**src/rtl/spi_gate_master_if.sv**
```systemverilog
// Handshake and SPI pins of spi_gate_master, grouped for port connection.
interface spi_gate_master_if;
   logic       start;
   logic [7:0] addr;
   logic [7:0] wdata;
   logic       busy;
   logic       done;
   logic [7:0] rdata;
   logic       SCLK;
   logic       CSB;
   logic       MOSI;
   logic       MISO;

   modport master (
      input  start, addr, wdata, MISO,
      output busy, done, rdata, SCLK, CSB, MOSI
   );

   modport slave (
      output start, addr, wdata, MISO,
      input  busy, done, rdata, SCLK, CSB, MOSI
   );
endinterface

```
**src/rtl/spi_gate_master.sv**
```systemverilog
// SPI master issuing one 16-bit {addr, wdata} write per start and capturing
// the slave's read-back byte during the second byte. All outputs registered.
module spi_gate_master #(
   parameter int unsigned DIV    = 8,
   parameter int unsigned CS_GAP = 4
) (
   input  logic                  clk,
   input  logic                  rst_n,
   spi_gate_master_if.master     bus
);

   localparam int unsigned PMAX = (DIV > CS_GAP) ? DIV : CS_GAP;
   localparam int unsigned PW   = (PMAX > 1) ? $clog2(PMAX) : 1;
   localparam int unsigned BW   = 5;

   typedef enum logic [2:0] {IDLE, SETUP, LOW, HIGH, GAP} state_e;

   state_e          state_q, state_d;
   logic [PW-1:0]   phase_q, phase_d;
   logic [BW-1:0]   bit_q,   bit_d;
   logic [15:0]     shift_q, shift_d;
   logic [7:0]      rx_q,    rx_d;
   logic [7:0]      rdata_q, rdata_d;
   logic            csb_q,   csb_d;
   logic            sclk_q,  sclk_d;
   logic            mosi_q,  mosi_d;
   logic            busy_q,  busy_d;
   logic            done_q,  done_d;

   logic            last_div_c;
   logic            last_gap_c;
   logic            rx_bit_c;

   assign last_div_c = (phase_q == PW'(DIV - 1));
   assign last_gap_c = (phase_q == PW'(CS_GAP - 1));
   // Read-back window: MISO is sampled at the end of HIGH 8..15.
   assign rx_bit_c   = (bit_q >= BW'(8)) && (bit_q <= BW'(15));

   always_ff @(posedge clk or negedge rst_n) begin
      if (!rst_n) begin
         state_q <= IDLE;
         phase_q <= '0;
         bit_q   <= '0;
         shift_q <= '0;
         rx_q    <= '0;
         rdata_q <= '0;
         csb_q   <= 1'b1;
         sclk_q  <= 1'b1;
         mosi_q  <= 1'b0;
         busy_q  <= 1'b0;
         done_q  <= 1'b0;
      end else begin
         state_q <= state_d;
         phase_q <= phase_d;
         bit_q   <= bit_d;
         shift_q <= shift_d;
         rx_q    <= rx_d;
         rdata_q <= rdata_d;
         csb_q   <= csb_d;
         sclk_q  <= sclk_d;
         mosi_q  <= mosi_d;
         busy_q  <= busy_d;
         done_q  <= done_d;
      end
   end

   // Next-state and next-output logic; outputs are set on state transitions.
   always_comb begin
      state_d = state_q;
      phase_d = phase_q;
      bit_d   = bit_q;
      shift_d = shift_q;
      rx_d    = rx_q;
      rdata_d = rdata_q;
      csb_d   = csb_q;
      sclk_d  = sclk_q;
      mosi_d  = mosi_q;
      busy_d  = busy_q;
      done_d  = 1'b0;

      case (state_q)
         IDLE: begin
            if (bus.start) begin
               state_d = SETUP;
               phase_d = '0;
               shift_d = {bus.addr, bus.wdata};
               csb_d   = 1'b0;
               mosi_d  = bus.addr[7];
               busy_d  = 1'b1;
            end
         end

         SETUP: begin
            if (last_div_c) begin
               state_d = LOW;
               phase_d = '0;
               bit_d   = BW'(1);
               sclk_d  = 1'b0;
            end else begin
               phase_d = phase_q + PW'(1);
            end
         end

         LOW: begin
            if (last_div_c) begin
               state_d = HIGH;
               phase_d = '0;
               sclk_d  = 1'b1;
               // Frame bit k+1 of the MSB-first word sits at index 15-k.
               mosi_d  = (bit_q == BW'(16)) ? 1'b0 : shift_q[4'(BW'(15) - bit_q)];
            end else begin
               phase_d = phase_q + PW'(1);
            end
         end

         HIGH: begin
            if (last_div_c) begin
               phase_d = '0;
               if (rx_bit_c) begin
                  rx_d[3'(BW'(15) - bit_q)] = bus.MISO;
               end
               if (bit_q == BW'(16)) begin
                  state_d = GAP;
                  csb_d   = 1'b1;
                  mosi_d  = 1'b0;
                  done_d  = 1'b1;
                  rdata_d = rx_q;
               end else begin
                  state_d = LOW;
                  bit_d   = bit_q + BW'(1);
                  sclk_d  = 1'b0;
               end
            end else begin
               phase_d = phase_q + PW'(1);
            end
         end

         GAP: begin
            if (last_gap_c) begin
               state_d = IDLE;
               phase_d = '0;
               busy_d  = 1'b0;
            end else begin
               phase_d = phase_q + PW'(1);
            end
         end

         default: begin
            state_d = IDLE;
         end
      endcase
   end

   assign bus.busy  = busy_q;
   assign bus.done  = done_q;
   assign bus.rdata = rdata_q;
   assign bus.SCLK  = sclk_q;
   assign bus.CSB   = csb_q;
   assign bus.MOSI  = mosi_q;

endmodule

```
**src/flat_wrapper.sv**
```systemverilog
// flat-port wrapper written by rule: the top's interface ports become plain ports
module spi_gate_master_flat 
#(
   parameter int unsigned DIV    = 8,
   parameter int unsigned CS_GAP = 4
)
  (clk, rst_n, bus_start, bus_addr, bus_wdata, bus_MISO, bus_busy, bus_done, bus_rdata, bus_SCLK, bus_CSB, bus_MOSI);
  spi_gate_master_if bus_i ();
  input  logic clk;
  input  logic rst_n;
  input wire logic [$bits(bus_i.start)-1:0] bus_start;
  input wire logic [$bits(bus_i.addr)-1:0] bus_addr;
  input wire logic [$bits(bus_i.wdata)-1:0] bus_wdata;
  input wire logic [$bits(bus_i.MISO)-1:0] bus_MISO;
  output wire logic [$bits(bus_i.busy)-1:0] bus_busy;
  output wire logic [$bits(bus_i.done)-1:0] bus_done;
  output wire logic [$bits(bus_i.rdata)-1:0] bus_rdata;
  output wire logic [$bits(bus_i.SCLK)-1:0] bus_SCLK;
  output wire logic [$bits(bus_i.CSB)-1:0] bus_CSB;
  output wire logic [$bits(bus_i.MOSI)-1:0] bus_MOSI;
  assign bus_i.start = bus_start;
  assign bus_i.addr = bus_addr;
  assign bus_i.wdata = bus_wdata;
  assign bus_i.MISO = bus_MISO;
  assign bus_busy = bus_i.busy;
  assign bus_done = bus_i.done;
  assign bus_rdata = bus_i.rdata;
  assign bus_SCLK = bus_i.SCLK;
  assign bus_CSB = bus_i.CSB;
  assign bus_MOSI = bus_i.MOSI;
  spi_gate_master #(.DIV(DIV), .CS_GAP(CS_GAP)) u_core (.clk(clk), .rst_n(rst_n), .bus(bus_i));
endmodule
```
**config.mk**
```make
export PLATFORM = sky130hd
export DESIGN_NAME = spi_gate_master_flat
export DESIGN_NICKNAME = d
export VERILOG_FILES = /design/src/rtl/spi_gate_master_if.sv /design/src/rtl/spi_gate_master.sv /design/src/flat_wrapper.sv
export SDC_FILE = /design/constraint.sdc
export NUM_CORES = 1
export LEC_CHECK = 0
export BUFFER_PORTS_ARGS = -buffer_cell sky130_fd_sc_hd__buf_4
export CAP_MARGIN = 20
export CORE_MARGIN = 10
export CORE_UTILIZATION = 60
export DETAILED_ROUTE_END_ITERATION = 6
export PLACE_DENSITY = 0.83
export SETUP_SLACK_MARGIN = 0.02
export SLEW_MARGIN = 15
export SYNTH_ARGS = -nofsm -noshare
export SYNTH_HDL_FRONTEND = slang
export SYNTH_SLANG_ARGS = --single-unit
```
**constraint.sdc**
```tcl
create_clock -name clk -period 4.9 [get_ports clk]
set_clock_uncertainty 0.2 [all_clocks]
set_input_delay 0.49 -clock clk [delete_from_list [all_inputs] [get_ports clk]]
set_output_delay 0.49 -clock clk [all_outputs]
set_load 0.03 [all_outputs]
```
# [Yosys cells after proc, flatten, opt, wreduce, memory -nomap -nowiden]
# Cells that the tools add are included.
[totals] ff_bits=48 out_inout_bits=13 elab_cells=94
[classes] addsub=3 magnitude_cmp=5 eq_ne=14 muxes=41 reduce_logical=20
[op_table] cell="two-way mux 3 bit" n=9
[op_table] cell="two-way mux 1 bit" n=19
[op_table] cell="two-way mux 5 bit" n=3
[op_table] cell="case mux 3 bit (5 select lines)" n=1
[op_table] cell="AND reduction 5 bit" n=3
[op_table] cell="inequality test 2 x 1 -> 1 bit (second input constant)" n=5
[op_table] cell="case mux 5 bit (2 select lines)" n=1
[op_table] cell="equality test 3 x 2 -> 1 bit (second input constant)" n=3
[op_table] cell="case mux 3 bit (3 select lines)" n=1
[op_table] cell="AND reduction 3 bit" n=3
[op_table] cell="nonzero test 3 bit" n=3
[op_table] cell="bitwise mux 8 bit" n=1
[op_table] cell="AND reduction 4 bit" n=2
[op_table] cell="equality test 3 bit (second input constant)" n=2
[op_table] cell="case mux 1 bit (3 select lines)" n=2
[op_table] cell="nonzero test 2 bit" n=3
[op_table] cell="adder 5 x 1 -> 5 bit (second input constant)" n=1
[op_table] cell="equality test 5 bit (second input constant)" n=1
[op_table] cell="greater-or-equal comparator 5 x 4 -> 1 bit (second input constant)" n=1
[op_table] cell="less-or-equal comparator 5 x 4 -> 1 bit (second input constant)" n=1
[op_table] cell="less-than comparator 4 x 5 -> 1 bit (second input constant)" n=1
[op_table] cell="binary-select mux 1 bit (select 4 bit)" n=1
[op_table] cell="less-than comparator 3 x 4 -> 1 bit (second input constant)" n=1
[op_table] cell="inequality test 2 bit (second input constant)" n=2
[op_table] cell="10 further kinds" n=13

# [Depth between registers and ports, before layout]
[depth] word_depth=6 mapped_depth=8 mapped_depth_nobuf=7

# [Worst setup path before layout]
# No wires, ideal clock.
[synth_path] path_kind="flip-flop to flip-flop" startpoint="register u_core.phase_q[0]" endpoint="register u_core.rx_q[3]" arrival_ns=1.991 required_time_ns=4.575 path_slack_ns=2.584 path_stages_with_launch=8 cell_sequence="dfrtp_1 > ha_1 > ha_1 > nor2b_4 > nand3_4 > or3_4 > nor3b_2 > mux2_2"
[synth_via] elab_chain_cells=2
[synth_rtl] item="start: declaration" line="spi_gate_master.sv:19" text="logic [PW-1:0] phase_q, phase_d;"
[synth_rtl] item="start signal: assignment" line="spi_gate_master.sv:54" text="phase_q <= phase_d;"
[synth_rtl] item="equality test 3 bit" line="spi_gate_master.sv:34" text="assign last_div_c = (phase_q == PW'(DIV - 1));"
[synth_rtl] item="AND reduction 3 bit (no source line)"
[synth_rtl] item="end signal: assignment" line="spi_gate_master.sv:57" text="rx_q <= rx_d;"
[synth_rtl] item="end: declaration" line="spi_gate_master.sv:22" text="logic [7:0] rx_q, rx_d;"
# No other way between the ends.
# A chain may end at the register's enable or synchronous reset.

# [Final worst setup path]
[layout_path] startpoint="register u_core.phase_q[0]" endpoint="register u_core.rx_q[5]"
# The elaborated chain is that of the path after synthesis.

==> flow_summary.yaml <==
critical_path:
  critPathCaptureType: "register"
  worst-path-max-fanout: 6
  worstPathArrival_ns: 2.65
  start_kind: "register"
  worstSetupPathType: "reg -> reg"
  worstPathRequired_ns: 4.89
synthesis:
  ys_types: 36
  synthArstFlopShare: 1.000
  ys_seq_area_frac: 0.5142
  synthesis.nets: 220
  synth_edf_count: 0
  ys_ff_latch: 48
  syn_area_per_cell_um2: 12.13
  synth_top_area_share: 0.4917
  netlist_area_mm2: 0.002341
  synth_warnings: 0
  synth_ff_type: "dfrtp_1"
  yosysTopAreaCell: "dfrtp_1"
  synthCells: 193
  synth.area.top_cells: "dfrtp_1 49%, mux2_2 15%, mux4_2 3.8%, ha_1 3.7%, nand2_1 3.0%"
floorplan:
  row_count: 22
  dieHeight_um: 82.47
  pin_count: 33
  start_util: 0.6300
  core_area_mm2: 0.003716
  fp.dieW_um: 82.47
  die_area_mm2: 0.006800
timing:
  period_needed_ns: 2.659
  timing.fmax_ghz: 0.3762
  finalCritPeriodShare: 0.5426
  slew_headroom: 0.4196
  setup_viol: 0
  worstMarginPinSlew_ns: 0.8696
  setup_tns_ns: 0
  drv_slew: 0
  whs_ns: -0.01274
  hold_viol: 30
  rsz0062_at_grt: "false"
global_route:
  grt_pass1_vias: 1697
  grt_first_pass_wirelength_um: 7838
  antenna_found_initial: 0
  grt_max_degree: 49
  grtUsageTotal: 0.1490
  grt-ovfl-total: 0
drt:
  route.antenna.remaining_nets: 0
  dr.pass1.iters: 4
  drc: 0
  vias_per_cell: 5.757
  routedWlPerCell_um: 17.58
  drt_iter0_markers: 129
  finalWirelength_um: 4781
  vias: 1566
power_and_ir_drop:
  power.density_mw_per_mm2: 260.9
  leakage_uw: 0.001300
  ir_drop_v: 0.0002642
  power_uw: 700.3
cells_and_area:
  postLayoutCellArea_mm2: 0.002684
  multi_input_area_mm2: 0.001035
  antenna_cells: 0
  ff_latch_area_mm2: 0.001204
  post-route-util: 0.7222
  drive_gt1_frac: 0.3884
  area_delta_synth_final_pct: 14.64
  n_fill_cell: 252
  layout.nets: 250
clocking:
  cts_tree: "done"
  cts_buffer_depth: 2
  postCtsSetupBuffers: 0
  holdBufCountCts: 0
  post_cts_resized: 0
  cts_made_buffers: 5
  cts.sinks: 48
  cts_root_buf: "clkbuf_8"
  clock_latency_ns: 0.30
  cts.clk_slew.worst_paths_ns: 0.09
  cts_max_level: 2
flow_run:
  maxCapViolCount: 0
placement:
  gp_congestion: 0.8388
  io_buffers: 32
  dp_hpwl_um: 3573
  placed_area_mm2: 0.002576
worst_hold_path:
  hp-class: "in -> async"
run_status:
  status: "finished with violations"
  violations: "hold timing"
[per-stage QoR]
step / setup slack [ns] / cells
after global routing: 2.147 / 272
after detailed placement: 2.299 / 264
after CTS: 2.269 / 272
after global placement: 2.491 / 264
after floorplan: 2.584 / 193
final: 2.242 / 272
[final timing paths]
| path | start | slack, ns | cells after the start | end |
|---|---|---|---|---|
| worst max-delay path | u_core.phase_q[0]$_DFFE_PN0P_ | 2.24 | 7 | u_core.rx_q[5]$_DFFE_PN0P_ |
| worst min-delay path | rst_n | -0.01 | 1 | u_core.bus.busy$_DFFE_PN0P_ |
| worst max register to register | u_core.phase_q[0]$_DFFE_PN0P_ | 2.24 | 7 | u_core.rx_q[5]$_DFFE_PN0P_ |
| worst min register to register | u_core.bus.CSB$_DFFE_PN1P_ | 0.28 | 2 | u_core.bus.CSB$_DFFE_PN1P_ |
| max in group asynchronous | rst_n | 4.12 | 1 | u_core.shift_q[4]$_DFFE_PN0P_ |
| min in group clk | bus_addr[6] | 0.22 | 2 | u_core.shift_q[14]$_DFFE_PN0P_ |
[cell type report]
type                            instances  share of cell area
Clock buffer                            6             0.02704
Clock inverter                          2             0.01305
Inverter                               10             0.01399
Multi-Input combinational cell        126              0.3855
Sequential cell                        48              0.4485
Tap cell                               48             0.02238
Timing Repair Buffer                   32             0.08951
[registers in the layout (all words and copies together) (netlist names)]
signal	flops
u_core.phase_q	3
u_core.bit_q	5
u_core.bus.CSB	1
u_core.bus.SCLK	1
u_core.bus.done	1
u_core.bus.MOSI	1
u_core.bus.rdata	8
u_core.shift_q	16
u_core.rx_q	8
u_core.state_q	3
u_core.bus.busy	1
[metal layers]
layer / share of wire / GRT usage
met1: 0.41 / 0.1580
met2: 0.52 / 0.2714
met3: 0.049 / 0.03672
met4: 0.025 / 0.06803
met5: 0 / 0
[worst max-delay path, stage by stage, from the launching register on]
cell and delay, ns:
dfrtp_1 0.43, ha_1 0.25, ha_1 0.26, nor2b_4 0.27, nand3_4 0.12, or3_4 0.42
nor3_1 0.23, mux2_2 0.38
[cell usage after synthesis (4+ instances only)]
library cell and count:
mux2_2 32, nor2_1 8, a31oi_1 4, nor3_1 5, inv_1 10, a21oi_1 7, ha_1 7, nand2_1 19
dfrtp_1 46, mux4_2 4, o21ai_0 10
[where the power goes]
group          total [uW]  leakage [uW]  switching [uW]  internal (uW)
clock                 280     0.0000552             129            151
combinational        21.7      0.000620            10.9           10.9
sequential            398      0.000625           0.767            397
[cells by family after synthesis]
| kind of cell | share of synthesized area |
|---|---|
| fa+ha+maj | 0.03741 |
| compound gates | 0.08017 |
| buf+inv | 0.04382 |
| flops | 0.5142 |
| simple gates | 0.1192 |
| mux | 0.2052 |
[placed cells by master (no fill, tap or decap)]
cell / n
clkbuf_1: 1
nand2_1: 19
mux2i_1: 3
or3b_2: 1
o41ai_1: 1
and3_1: 1
buf_4: 32
dfstp_2: 2
a21oi_1: 7
a21o_1: 1
o22ai_1: 1
nor3b_2: 1
or3_4: 2
ha_1: 7
bufinv_16: 1
nor2_4: 1
a221oi_1: 1
inv_1: 10
a31oi_1: 4
a211oi_1: 3
nor2_1: 8
o31ai_1: 2
nor2b_4: 1
mux2_2: 32
a22o_1: 1
dfrtp_1: 46
and4bb_2: 1
nand2b_1: 2
nand3_1: 3
clkbuf_8: 5
mux4_2: 4
o21ai_0: 10
nand3b_1: 1
nor3_1: 5
clkinv_2: 1
nor2_2: 2
nand3_4: 1
Note: power is estimated with default switching activity, not from simulation.
